[config.mk]
export PLATFORM = sky130hd
export DESIGN_NAME = seq_pattern_tx
export DESIGN_NICKNAME = d
export VERILOG_FILES = /design/src/rtl/seq_pattern_tx.sv
export SDC_FILE = /design/constraint.sdc
export NUM_CORES = 1
export LEC_CHECK = 0
export ABC_AREA = 1
export BUFFER_PORTS_ARGS = -buffer_cell sky130_fd_sc_hd__buf_2
export CAP_MARGIN = 20
export CORE_MARGIN = 5
export CORE_UTILIZATION = 39
export DETAILED_ROUTE_END_ITERATION = 10
export GPL_TIMING_DRIVEN = 0
export MAX_ROUTING_LAYER = met4
export SLEW_MARGIN = 10
export SYNTH_ARGS = -nofsm -noshare
export SYNTH_HDL_FRONTEND = slang
export SYNTH_SLANG_ARGS = --single-unit
[constraint.sdc]
create_clock -name clk -period 1.8 [get_ports clk]
set_clock_uncertainty 0.1 [all_clocks]
set_input_delay 0.36 -clock clk [delete_from_list [all_inputs] [get_ports clk]]
set_output_delay 0.36 -clock clk [all_outputs]
set_load 0.05 [all_outputs]
[src/rtl/seq_pattern_tx.sv]
// Serial pattern transmitter: sends an 8-bit pattern MSB first, each bit held DIV_COUNT clocks.
// Optional continuous looping while start stays high is enabled by defining SEQ_TX_LOOP_EN.
module seq_pattern_tx #(
  parameter int DIV_COUNT = 25000000
) (
  input  logic       clk,
  input  logic       rst,
  input  logic       start,
  input  logic       pause,
  input  logic [7:0] data,
  output logic       out_bit,
  output logic       out_valid,
  output logic       busy,
  output logic       done,
  output logic [6:0] seg,
  output logic [1:0] dbg_state
);

  localparam int TW = (DIV_COUNT > 2) ? $clog2(DIV_COUNT) : 1;
  localparam logic [TW-1:0] TICK_LAST = TW'(DIV_COUNT - 1);

  typedef enum logic [1:0] {
    S_IDLE  = 2'd0,
    S_SHIFT = 2'd1,
    S_DONE  = 2'd2
  } state_t;

  state_t          r_state;
  logic [7:0]      r_shift;
  logic [TW-1:0]   r_tick;
  logic [3:0]      r_remain;
  logic            r_done;
  logic            w_tick;
`ifdef SEQ_TX_LOOP_EN
  // Only the loop reload reads the captured copy of the pattern.
  logic [7:0]      r_pattern;
`endif

  assign w_tick = (r_tick == TICK_LAST);

  always_ff @(posedge clk or posedge rst) begin
    if (rst) begin
      r_state  <= S_IDLE;
      r_shift  <= 8'd0;
      r_tick   <= '0;
      r_remain <= 4'd0;
      r_done   <= 1'b0;
`ifdef SEQ_TX_LOOP_EN
      r_pattern <= 8'd0;
`endif
    end else begin
      r_done <= 1'b0;
      case (r_state)
        S_IDLE: begin
          if (start) begin
            r_shift  <= data;
`ifdef SEQ_TX_LOOP_EN
            r_pattern <= data;
`endif
            r_remain <= 4'd8;
            r_tick   <= '0;
            r_state  <= S_SHIFT;
          end
        end
        S_SHIFT: begin
          // pause freezes the whole frame, so a bit lasts DIV_COUNT unpaused clocks
          if (!pause) begin
            if (w_tick) begin
              r_tick <= '0;
              if (r_remain > 4'd1) begin
                r_shift  <= {r_shift[6:0], 1'b0};
                r_remain <= r_remain - 4'd1;
              end
`ifdef SEQ_TX_LOOP_EN
              else if (start) begin
                r_shift  <= r_pattern;
                r_remain <= 4'd8;
                r_done   <= 1'b1;
              end
`endif
              else begin
                r_remain <= 4'd0;
                r_state  <= S_DONE;
                r_done   <= 1'b1;
              end
            end else begin
              r_tick <= r_tick + 1'b1;
            end
          end
        end
        S_DONE: begin
          r_state <= S_IDLE;
        end
        default: begin
          r_state <= S_IDLE;
        end
      endcase
    end
  end

  // out_valid qualifies out_bit: when high, out_bit is a pattern bit; there is no
  // back-pressure, the consumer must accept every bit while out_valid is high.
  assign out_valid = (r_state == S_SHIFT);
  assign out_bit   = out_valid & r_shift[7];
  assign busy      = (r_state != S_IDLE);
  assign done      = r_done;
  assign dbg_state = r_state;

  always_comb begin
    seg = 7'b0111111;
    case (r_remain)
      4'd0: seg = 7'b1000000;
      4'd1: seg = 7'b1111001;
      4'd2: seg = 7'b0100100;
      4'd3: seg = 7'b0110000;
      4'd4: seg = 7'b0011001;
      4'd5: seg = 7'b0010010;
      4'd6: seg = 7'b0000010;
      4'd7: seg = 7'b1111000;
      4'd8: seg = 7'b0000000;
      default: seg = 7'b0111111;
    endcase
  end

endmodule

Yosys cells after proc, flatten, opt, wreduce, memory -nomap -nowiden
Memories as Yosys holds them, arrays and structs flattened.
Index checks and enable logic that the tools add are counted.
{ "classes": {"n_mux": 23, "n_eq_ne": 7, "addsub": 2, "reduce_logical": 7, "n_bitwise": 1, "magnitude_cmp": 1} }
{ "ops": {"columns": ["operator", "count"], "rows": [
  ["$mux W25", 3],
  ["$pmux W25 S2", 1],
  ["$mux W8", 4],
  ["$add A25 B1 Y25 const B", 1],
  ["$eq A25 B25 Y1 const B", 1],
  ["$mux W4", 4],
  ["$pmux W8 S2", 1],
  ["$mux W2", 4],
  ["$pmux W4 S2", 1],
  ["$reduce_and A4 Y1", 2],
  ["$ne A2 B2 Y1 const B", 3],
  ["$reduce_and A5 Y1", 1],
  ["$gt A4 B1 Y1 const B", 1],
  ["$mux W1", 4],
  ["$ne A2 B1 Y1 const B", 2],
  ["$pmux W2 S2", 1],
  ["$reduce_bool A2 Y1", 2],
  ["$sub A4 B1 Y4 const B", 1],
  ["$reduce_and A3 Y1", 1],
  ["$eq A2 B1 Y1 const B", 1],
  ["$logic_not A2 Y1", 1],
  ["$and A1 B1 Y1", 1]
]} }
{ "word_totals": {"n_memories": 1, "register_bits": 40, "mem_bits_ro": 112, "word_cells": 47, "inputBits": 12, "output_inout_bits": 13} }
{ "memory_table": {"columns": ["memory", "words", "word_bits", "rd", "rd_ports_with_merged_regs", "wr", "line_no", "rtl"], "rows": [
  ["(name not given)", 16, 7, 1, 0, 0, "111", "case (r_remain)"]
]} }

Longest topological paths before layout
Gate-level depths: netlist of run 1.
{ "logic_depth": {"depth_word": 5, "ltp_mapped": 11, "ltp_nobuf": 11} }

Worst setup path after synthesis of run 1
No wires, ideal clock.
{ "synth_timing": {"path_kind": "register to output", "start": "register r_remain[0]", "end": "output port seg[3]", "t_arrival_ps": 1995, "required_time_ps": 1340, "stages_incl_launch_ff": 6, "setup_slack_ps": -655, "n_path_buf": 0, "path_cell_list": "dfrtp_1 inv_1 ha_1 nand2_1 inv_1 o21ai_0"} }
{ "synth_between": {"elab_chain_len": 1} }
{ "synth_lines": {"columns": ["item", "line_no", "rtl"], "rows": [
  ["start, declared", "31", "logic [3:0] r_remain;"],
  ["start signal, assigned", "72", "r_remain <= r_remain - 4'd1;"],
  ["$mem_v2 Z16 W7", null, null],
  ["end, declared", "15", "output logic [6:0] seg,"]
]} }
No other way between the ends.

Final worst setup path of run 1
{ "layout_timing": {"start": "register r_remain[1]", "end": "output port seg[5]"} }
Same word-level chain as after synthesis.

==> results.txt, run 1 <==
----------------------------------------------------
[Placed design]
  Post-DP HPWL ... 4567 um
  Count of buffers from port buffering ... 24
  Routability congestion estimate from global placement ... 0.8521
  Placed instance area ... 2858 um^2

[Setup path]
  WP data arrival ... 1480 ps
  Critical Path RT ... 1340 ps
  Critical Path Start Type ... register
  Worst Path Max Fanout ... 6
  Number of cells on the worst reg-to-reg path ... 11
  Class of the most critical setup path ... register to output pin
  Critical Path End Type ... output pin

[CTS]
  Maximum level of the CTS H-tree ... 2
  Number of sinks handled by clock tree synthesis ... 40
  Maximum root-to-sink buffer count ... 2
  Root Buffer Master ... clkbuf_8
  Clk_lat worst skew ... 300 ps
  Clock buffers created by TritonCTS ... 5
  CTS tree ... built
  Clock slew at reported path FFs ... 80 ps

[Die]
  Total die area ... 8320 um^2
  Die width ... 91.22 um
  Number of placement rows ... 29
  Die Height ... 91.22 um
  Floorplan Core Area ... 6386 um^2
  Starting density of the core ... 40.28%
  IO Count ... 25

[Global routing]
  Maximum number of pins on one net before global-route repair ... 27
  GRT overflow ... 0
  Initial antenna violation count ... 0
  Via count of the first global-routing pass ... 2411
  Wire length of the first global-routing pass ... 11370 um
  GRT Util Overall ... 16.78%

[Yosys]
  Avg Inst Size Synth ... 6.971 um^2
  Number of distinct library cells after synthesis ... 34
  Number of synthesis warnings ... 0
  Synthesized flop and latch total ... 40
  Synthesized cell area ... 2572 um^2
  Post-Syn Instances ... 369
  Nets in the synthesized netlist ... 387
  Post-synthesis sequential area ratio ... 38.91%

[Drt]
  Routed length on met2 ... 3453 um
  Initial drt markers ... 156
  Highest routed metal layer ... met4
  WL met3 ... 203 um
  Pre-Repair DR Iteration Count ... 4
  Final ANT Viol Nets ... 0
  Routed met1 length ... 3312 um
  Vias per std cell ... 5.056
  Final routed DRC violation total ... 0
  Routed wire length ... 7055 um
  Vias after detailed routing ... 2548
  Routed len/inst ... 14.00 um

[STA]
  Fin Hold WS ... 192.4 ps
  Worst Setup Slack, final ... -136.4 ps
  Period utilization ... 107.6%
  Number of endpoints with negative hold slack in the final report ... 0
  Maximum achievable frequency ... 516.4 MHz
  Minimum clock period after layout ... 1936 ps
  Final setup TNS ... -1271 ps
  Slew at the pin closest to its max-slew limit ... 356.3 ps
  Max Slew Vio Count ... 0
  Relative slew margins ... 76.21%
  Setup repair after global routing missed its margin ... true
  Final setup fails ... 27

[Finish]
  Utilization after layout ... 57.33%
  Fraction of layout instances using a drive strength above 1 ... 36.77%
  Inserted Diodes ... 0
  Post-route cell area ... 3661 um^2
  Most common library cell in the layout ignoring fill and taps ... nand2_1
  Area delta synth->final ... 42.32%
  NumNets Final ... 444
  Most used cells in the layout excluding fill and tap cells ... nand2_1, inv_1, dfrtp_1

[Flow run]
  Max-capacitance violation count ... 0

[Pwr]
  Leakage power ... 0.001801 uW
  Total power of the final layout ... 2685 uW
  Power density cells ... 733.3 nW/um^2
  Maximum vdd drop ... 0.5557 mV

[Status]
  Outcome ... finished with violations
  Violated checks ... negative setup slack

[Worst hold path]
  Type of the most critical hold path ... primary input to register
  Hold Crit Depth ... 2

----------------------------------------------------
## through the flow
step | worst slack (ps) | instances
after floorplan | -95.81 | 369
after global placement | -354.3 | 470
after detailed placement | -168.7 | 471
after CTS | -140.4 | 486
after global routing | -187.6 | 504
final | -136.4 | 504
## layout make-up
cell class                 instances  area, um^2
timing repair buffer              50       442.9
sequential                        40        1007
buffer                             8       101.3
tap                               77       96.34
inverter                          45       192.7
multi-input combinational        276        1709
clock inverter                     3       42.54
fill                             579        2725
clock buffer                       5       68.82
## cell families after synthesis
group	after synthesis	synth area share [%]
simple gates	238	41.25
buf+inv	54	9.241
flops	40	38.91
compound gates	26	5.983
fa+ha+maj	6	2.918
xor+xnor	5	1.703
## registers in the layout, summed over array words and instances (netlist names)
register / flops
done: 1
dbg_state: 2
r_remain: 4
r_tick: 25
r_shift: 8
## worst paths after layout
check | from | to | slack [ps]
worst min-delay path | pause | dbg_state[1] | 190
worst max-delay path | r_remain[1] | seg[5] | -140
worst min register to register | r_shift[3] | r_shift[3] | 390
max in group asynchronous | rst | dbg_state[1] | 660
worst max register to register | r_tick[1] | r_tick[11] | -60
min in group asynchronous | rst | r_tick[17] | 480
## report_power, final
part           total, uW  switching [uW]  internal [uW]
sequential          1120             118           1000
clock                745             335            411
combinational        817             482            335
total               2680             935           1750
## worst max-delay path: stages, from the launching register on
cell and delay [ps]:
dfrtp_2 480, inv_4 120, ha_4 150, nand2_4 50, nand2_4 100, o211ai_1 100
buf_4 200
## layer usage
layer	GRT usage (%)	vias up
met4	4.523	0
li1	-	1290
met1	22.79	1212
met2	26.08	37
met5	-	-
met3	2.645	9
## what timing repair did
item	CTS	global route
setup endpoints to repair	45	49
hold buffers	1	0
buffers inserted	7	14
endpoints found under the hold margin	14	0
pin swaps	8	21
gates cloned	0	4
gates resized for setup	42	87
## Yosys cell counts (all sizes together)
| cell | count | area (um^2) |
|---|---|---|
| nand4 | 16 | 100.1 |
| and2 | 1 | 6.260 |
| a21o | 1 | 7.510 |
| nor2 | 60 | 262.8 |
| buf | 7 | 58.80 |
| inv | 45 | 171.4 |
| o2111ai | 1 | 8.760 |
| o21ai | 13 | 65.06 |
| nor4 | 3 | 18.77 |
| o21bai | 3 | 22.52 |
| nand2 | 125 | 484.2 |
| dfrtp | 40 | 1001 |
| nor3 | 4 | 25.02 |
| ha | 6 | 75.07 |
| a31o | 1 | 8.760 |
| nand3 | 26 | 140.1 |
| nor4b | 1 | 8.760 |
| clkbuf | 2 | 7.510 |
| nand3b | 2 | 15.01 |
| xnor2 | 2 | 17.52 |
| o22ai | 1 | 6.260 |
| o211ai | 2 | 15.01 |
| xor2 | 3 | 26.28 |
| a21oi | 4 | 20.02 |
(Power assumes the default switching activity.)
==> inputs of run 2 (changes only) <==
==> constraint.sdc (replaced) <==
create_clock -name clk -period 1.8 [get_ports clk]
set_clock_uncertainty 0.1 [all_clocks]
set_input_delay 0.18 -clock clk [delete_from_list [all_inputs] [get_ports clk]]
set_output_delay 0.18 -clock clk [all_outputs]
set_load 0.05 [all_outputs]
==> run 2 against run 1 <==
  * The flow now finishes without violations
  * Combinational power shrank 18%
  * Sequential power about the same
  * Via count is 3.5% lower
  * Cell area fell by 10%
  * Register-to-register slack gained 140 ps
  * Utilization shrank 5.8 points
  * Global-route usage decreased by 0.81 points
  * Non-clock buffer count fell by 4
  * Sequential share of layout area is 3.0 points higher
  * Maximum frequency rose by 12%
  * Routed wire length is 10% lower
  * Largest power group unchanged
==> results.txt, run 2 (synthesis results as in run 1) <==
----------------------------------------------------
[Status]
  Outcome ... completed

[Setup path]
  Critical Path RT ... 1520 ps
  Critical Path Start Type ... register
  Maximum single-stage delay on the critical path ... 400 ps
  Critical-path cell with the highest stage delay ... dfrtp_1
  Critical path cell sequence ... inv_2, ha_4, nand2_2, inv_1, o21ai_2, buf_6
  Worst Path Max Fanout ... 5
  WP data arrival ... 1460 ps
  R2r endpoint ... r_tick[6]
  Worst R2R Setup Slack ... 80 ps
  Number of cells on the worst reg-to-reg path ... 11
  Origin of the worst setup path ... r_remain[0]
  Critical Path End Type ... output pin
  Launch instance of the worst register-to-register path ... r_tick[1]
  Capture point of the critical path ... seg[3]
  Class of the most critical setup path ... register to output pin

[STA]
  Max Slew Vio Count ... 0
  Setup repair after global routing missed its margin ... true
  Maximum achievable frequency ... 576.3 MHz
  Final setup TNS ... 0 ps
  Slew at the pin closest to its max-slew limit ... 316.2 ps
  Final setup fails ... 0
  Relative slew margins ... 78.73%
  Number of endpoints with negative hold slack in the final report ... 0
  Minimum clock period after layout ... 1735 ps
  Fin Hold WS ... 48.13 ps
  Period utilization ... 96.40%

[Placed design]
  Routability congestion estimate from global placement ... 0.8485
  Post-DP HPWL ... 4493 um
  Placed instance area ... 2818 um^2
  Count of buffers from port buffering ... 24

[Global routing]
  Via count of the first global-routing pass ... 2249
  Initial antenna violation count ... 0
  Maximum number of pins on one net before global-route repair ... 30
  GRT overflow ... 0
  Wire length of the first global-routing pass ... 10650 um
  GRT Util Overall ... 15.96%

[Finish]
  Fraction of layout instances using a drive strength above 1 ... 22.99%
  Flip-flop count of the largest register, all copies and words added ... 25
  Top flop regs ... r_tick (25), r_shift (8), r_remain (4)
  Storage cell area ... 1002 um^2
  Most common library cell in the layout ignoring fill and taps ... nand2_1
  Inserted Diodes ... 0
  Post-route cell area ... 3289 um^2
  NumNets Final ... 439
  Multi-input combinational cell area ... 1439 um^2
  Most used cells in the layout excluding fill and tap cells ... nand2_1, nor2_1, dfrtp_1
  Area delta synth->final ... 27.87%
  Register with the highest flop count ... r_tick
  Fill cell count ... 632

[Drt]
  Initial drt markers ... 134
  Final ANT Viol Nets ... 0
  Final routed DRC violation total ... 0
  Pre-Repair DR Iteration Count ... 4
  Routed wire length ... 6349 um
  Routed len/inst ... 12.72 um
  Vias per std cell ... 4.928
  Vias after detailed routing ... 2459

[Pwr]
  Share of power burned in combinational logic ... 25.7%
  Power density cells ... 790.9 nW/um^2
  Sw Share ... 32.39%
  Clock power frac ... 31.4%
  Switch Pwr ... 842.7 uW
  Maximum vdd drop ... 0.6620 mV
  Leakage power ... 0.001697 uW
  Total power of the final layout ... 2602 uW
  Internal power consumption ... 1759 uW
  Flop pwr share ... 42.9%

[CTS]
  Root Buffer Master ... clkbuf_8
  CTS tree ... built
  Maximum level of the CTS H-tree ... 2
  Maximum root-to-sink buffer count ... 2
  Number of sinks handled by clock tree synthesis ... 40
  Clk_lat worst skew ... 300 ps
  Clock slew at reported path FFs ... 80 ps
  Clock buffers created by TritonCTS ... 5

[Die]
  Floorplan Core Area ... 6386 um^2
  Number of placement rows ... 29
  IO Count ... 25
  Total die area ... 8320 um^2
  Die Height ... 91.22 um
  Die width ... 91.22 um
  Starting density of the core ... 40.28%

[Flow run]
  Max-capacitance violation count ... 0

[Worst hold path]
  Type of the most critical hold path ... primary input to register

----------------------------------------------------
## run 2: how the worst min path moves through the flow
| stage | start | end | slack (ps) | cells past startpoint |
|---|---|---|---|---|
| 2_1_floorplan | pause | dbg_state[1] | 150 | 1 |
| 3_3_place_gp | pause | dbg_state[1] | 300 | 2 |
| 3_5_place_dp | rst | r_tick[19] | 40 | 2 |
| 4_1_cts | start | dbg_state[0] | 40 | 3 |
| 5_1_grt | start | dbg_state[0] | 40 | 3 |
| 6_report | start | dbg_state[0] | 50 | 3 |
## run 2: cell type report
cell class | count | share of cell area [%]
Multi-Input combinational cell | 275 | 43.74
Sequential cell | 40 | 30.47
Timing Repair Buffer | 46 | 10.99
Inverter | 45 | 5.553
Clock buffer | 7 | 2.929
Tap cell | 77 | 2.929
Buffer | 8 | 2.472
Clock inverter | 1 | 0.9129
## run 2: what timing repair did
| item | CTS | global route |
|---|---|---|
| pin swaps | 1 | 6 |
| endpoints found under the setup margin | 42 | 43 |
| hold endpoints to repair | 13 | 0 |
| hold buffers | 2 | 0 |
| buffers inserted | 5 | 13 |
| gates cloned | 0 | 1 |
| gates resized for setup | 17 | 34 |
## run 2: worst max-delay path: cells and delay by family (launching register included)
kind            cells  cell delay [ps]
compound gates      1              130
fa+ha+maj           1              220
buf+inv             3              340
flops               1              400
simple gates        1               80
## run 2: metal layers
metal / GRT usage [%] / wire length (um) / vias up
li1: - / - / 1278
met1: 22.40 / 3102 / 1133
met2: 23.50 / 2920 / 42
met3: 2.727 / 240 / 6
met4: 5.012 / 87 / 0
met5: - / 0 / -
## run 2: through the flow
step	setup slack (ps)	cells	util [%]
floorplan	-93.75	369	-
global placement	-168.9	470	43.81
detailed placement	-151.9	471	44.12
CTS	3.139	485	47.81
global route	-28.02	499	51.51
finish	64.72	499	51.51
## run 2: power groups by stage
stage | clock (uW) | combinational (uW) | sequential [uW]
finish | 817 | 670 | 1120
global route | 860 | 765 | 1130
CTS | 832 | 602 | 1120
detailed placement | 0 | 548 | 1130
global placement | 0 | 538 | 1130
floorplan | 0 | 442 | 1100
==> inputs of run 3 (changes only) <==
--- a/config.mk
+++ b/config.mk
@@ -7,12 +7,12 @@
 export LEC_CHECK = 0
 export ABC_AREA = 1
 export BUFFER_PORTS_ARGS = -buffer_cell sky130_fd_sc_hd__buf_2
-export CAP_MARGIN = 20
 export CORE_MARGIN = 5
 export CORE_UTILIZATION = 39
 export DETAILED_ROUTE_END_ITERATION = 10
 export GPL_TIMING_DRIVEN = 0
 export MAX_ROUTING_LAYER = met4
+export PLACE_DENSITY = 0.56
 export SLEW_MARGIN = 10
 export SYNTH_ARGS = -nofsm -noshare
 export SYNTH_HDL_FRONTEND = slang
==> run 3 against run 2 <==
  * Worst setup slack lost 36 ps
  * Power grew 0.45%
  * Via count grew 0.49%
  * Sequential share of layout area shrank 0.77 points
  * Register-to-register slack lost 20 ps
  * Routed wire length grew 5.7%
  * Critical path depth is the same
  * Sequential cell count is the same
  * Hold slack lost 3.5 ps
  * Critical path type unchanged
  * Critical endpoint unchanged
  * Largest power group unchanged
  * Highest routed layer unchanged
==> results.txt, run 3 (synthesis results as in run 1) <==
----------------------------------------------------
[Status]
  Outcome ... completed

[Worst hold path]
  Hold Crit Depth ... 3
  Hold Path Origin ... start
  Type of the most critical hold path ... primary input to register
  Endpoint, Worst Hold ... dbg_state[0]

[Global routing]
  GRT Util Overall ... 16.38%
  Global-route track usage on met3 ... 2.975%
  Global routing met2 resource utilization ... 26.20%
  GR met1 Demand/Resource ... 21.83%
  GRT overflow ... 0
  Busiest layer in global routing ... met2
  Wire length of the first global-routing pass ... 11060 um
  Maximum number of pins on one net before global-route repair ... 30
  Initial antenna violation count ... 0
  Via count of the first global-routing pass ... 2374

[Pwr]
  Switch Pwr ... 858.6 uW
  Share of power burned in combinational logic ... 25.5%
  Maximum vdd drop ... 0.4644 mV
  Clock power frac ... 31.7%
  Power density cells ... 774.4 nW/um^2
  Flop pwr share ... 42.8%
  Leakage power ... 0.001748 uW
  Sw Share ... 32.86%
  Internal power consumption ... 1755 uW

[STA]
  Setup repair after global routing missed its margin ... true
  Max Slew Vio Count ... 0
  Fin Hold WS ... 44.60 ps
  Number of endpoints with negative hold slack in the final report ... 0
  Relative slew margins ... 78.43%
  Slew at the pin closest to its max-slew limit ... 322.3 ps
  Final setup TNS ... 0 ps
  Period utilization ... 98.39%
  Maximum achievable frequency ... 564.7 MHz
  Worst Setup Slack, final ... 29.04 ps
  Minimum clock period after layout ... 1771 ps
  Final setup fails ... 0

[Placed design]
  Worst slack at placement ... -185.5 ps
  Placed cells ... 471
  Post-DP HPWL ... 4593 um
  Routability congestion estimate from global placement ... 0.8557
  Count of buffers from port buffering ... 24

[Setup path]
  Number of cells on the worst reg-to-reg path ... 11
  Critical Path Start Type ... register
  CP bufs+invs ... 3
  Critical-path cell with the highest stage delay ... dfrtp_1
  Critical path cell sequence ... inv_2, ha_4, nand2_2, inv_1, o21ai_2, buf_6
  R2r endpoint ... r_tick[10]
  Critical Path RT ... 1520 ps
  Launch instance of the worst register-to-register path ... r_tick[0]
  Dominant delay contributor by cell family on the critical path ... flip-flops
  Worst R2R Setup Slack ... 60 ps
  WP data arrival ... 1490 ps
  Critical Path End Type ... output pin
  Worst Path Max Fanout ... 4
  Class of the most critical setup path ... register to output pin
  Maximum single-stage delay on the critical path ... 430 ps

[Die]
  Total die area ... 8320 um^2
  Number of placement rows ... 29
  Die width ... 91.22 um
  Die Height ... 91.22 um
  Floorplan Core Area ... 6386 um^2
  Starting density of the core ... 40.28%
  IO Count ... 25

[Finish]
  Most common library cell in the layout ignoring fill and taps ... nand2_1
  Flip-flop count of the largest register, all copies and words added ... 25
  Inserted Diodes ... 0
  Register with the highest flop count ... r_tick
  Area delta synth->final ... 31.18%
  Fraction of layout instances using a drive strength above 1 ... 25.24%
  Top flop regs ... r_tick (25), r_shift (8), r_remain (4)
  Most used cells in the layout excluding fill and tap cells ... nand2_1, nor2_1, dfrtp_1
  NumNets Final ... 441
  Final Instance Count excl. Fillers ... 501

[Drt]
  Final ANT Viol Nets ... 0
  Routed len/inst ... 13.40 um
  Initial drt markers ... 99
  Vias per std cell ... 4.932
  Vias after detailed routing ... 2471
  Pre-Repair DR Iteration Count ... 4
  Routed wire length ... 6712 um
  Final routed DRC violation total ... 0

[CTS]
  Clk_lat worst skew ... 300 ps
  Maximum root-to-sink buffer count ... 2
  Number of sinks handled by clock tree synthesis ... 40
  Root Buffer Master ... clkbuf_8
  Maximum level of the CTS H-tree ... 2
  CTS tree ... built
  Clock buffers created by TritonCTS ... 5
  Clock slew at reported path FFs ... 90 ps

[Flow run]
  Max-capacitance violation count ... 0

----------------------------------------------------
==> run 3: layout make-up <==
type	instances	area (um^2)
Buffer	8	81.33
Sequential cell	40	1002
Inverter	45	182.7
Timing Repair Buffer	48	414.1
Tap cell	77	96.34
Clock inverter	1	30.03
Multi-Input combinational cell	275	1471
Clock buffer	7	96.34
Fill cell	629	3012
==> run 3: how the worst max path moves through the flow <==
stage	slack, ps	cells after the start	to	start
2_1_floorplan	-90	5	seg[3]	r_remain[0]
3_3_place_gp	-200	2	dbg_state[0]	rst
3_5_place_dp	-190	8	r_shift[6]	r_remain[0]
4_1_cts	-40	4	out_bit	dbg_state[1]
5_1_grt	-70	11	r_tick[10]	r_tick[1]
6_report	30	6	seg[3]	r_remain[1]
==> run 3: worst min-delay path: stages <==
cell and delay (ps):
buf_2 100, nand2_1 60, o2111ai_2 70
==> run 3: metal layers <==
metal / wire length, um / part of all wire [%]
met4: 76 / 1.1
met3: 298 / 4.4
met2: 3149 / 47
met5: 0 / 0
met1: 3188 / 47
==> run 3: what timing repair did <==
| item | CTS | global route |
|---|---|---|
| gates resized for setup | 16 | 44 |
| setup buffers | 7 | 12 |
| pin swaps | 2 | 8 |
| endpoints found under the hold margin | 13 | 0 |
| setup endpoints to repair | 42 | 48 |
| cloned | 0 | 2 |
| hold buffers | 2 | 0 |
==> run 3: through the flow <==
| stage | total power [uW] | util, % | area [um^2] |
|---|---|---|---|
| 2_1_floorplan | 1542 | - | 2581 |
| 3_3_place_gp | 1669 | 43.81 | 2798 |
| 3_5_place_dp | 1679 | 44.12 | 2818 |
| 4_1_cts | 2565 | 47.79 | 3052 |
| 5_1_grt | 2777 | 52.84 | 3374 |
| 6_report | 2613 | 52.84 | 3374 |
==> run 3: power groups by stage <==
stage                     logic [uW]  registers, uW  clock network [uW]
after floorplan                  442           1100                   0
after global placement           540           1130                   0
after detailed placement         550           1130                   0
after CTS                        610           1100                 850
after global routing             758           1130                 885
final                            667           1120                 829
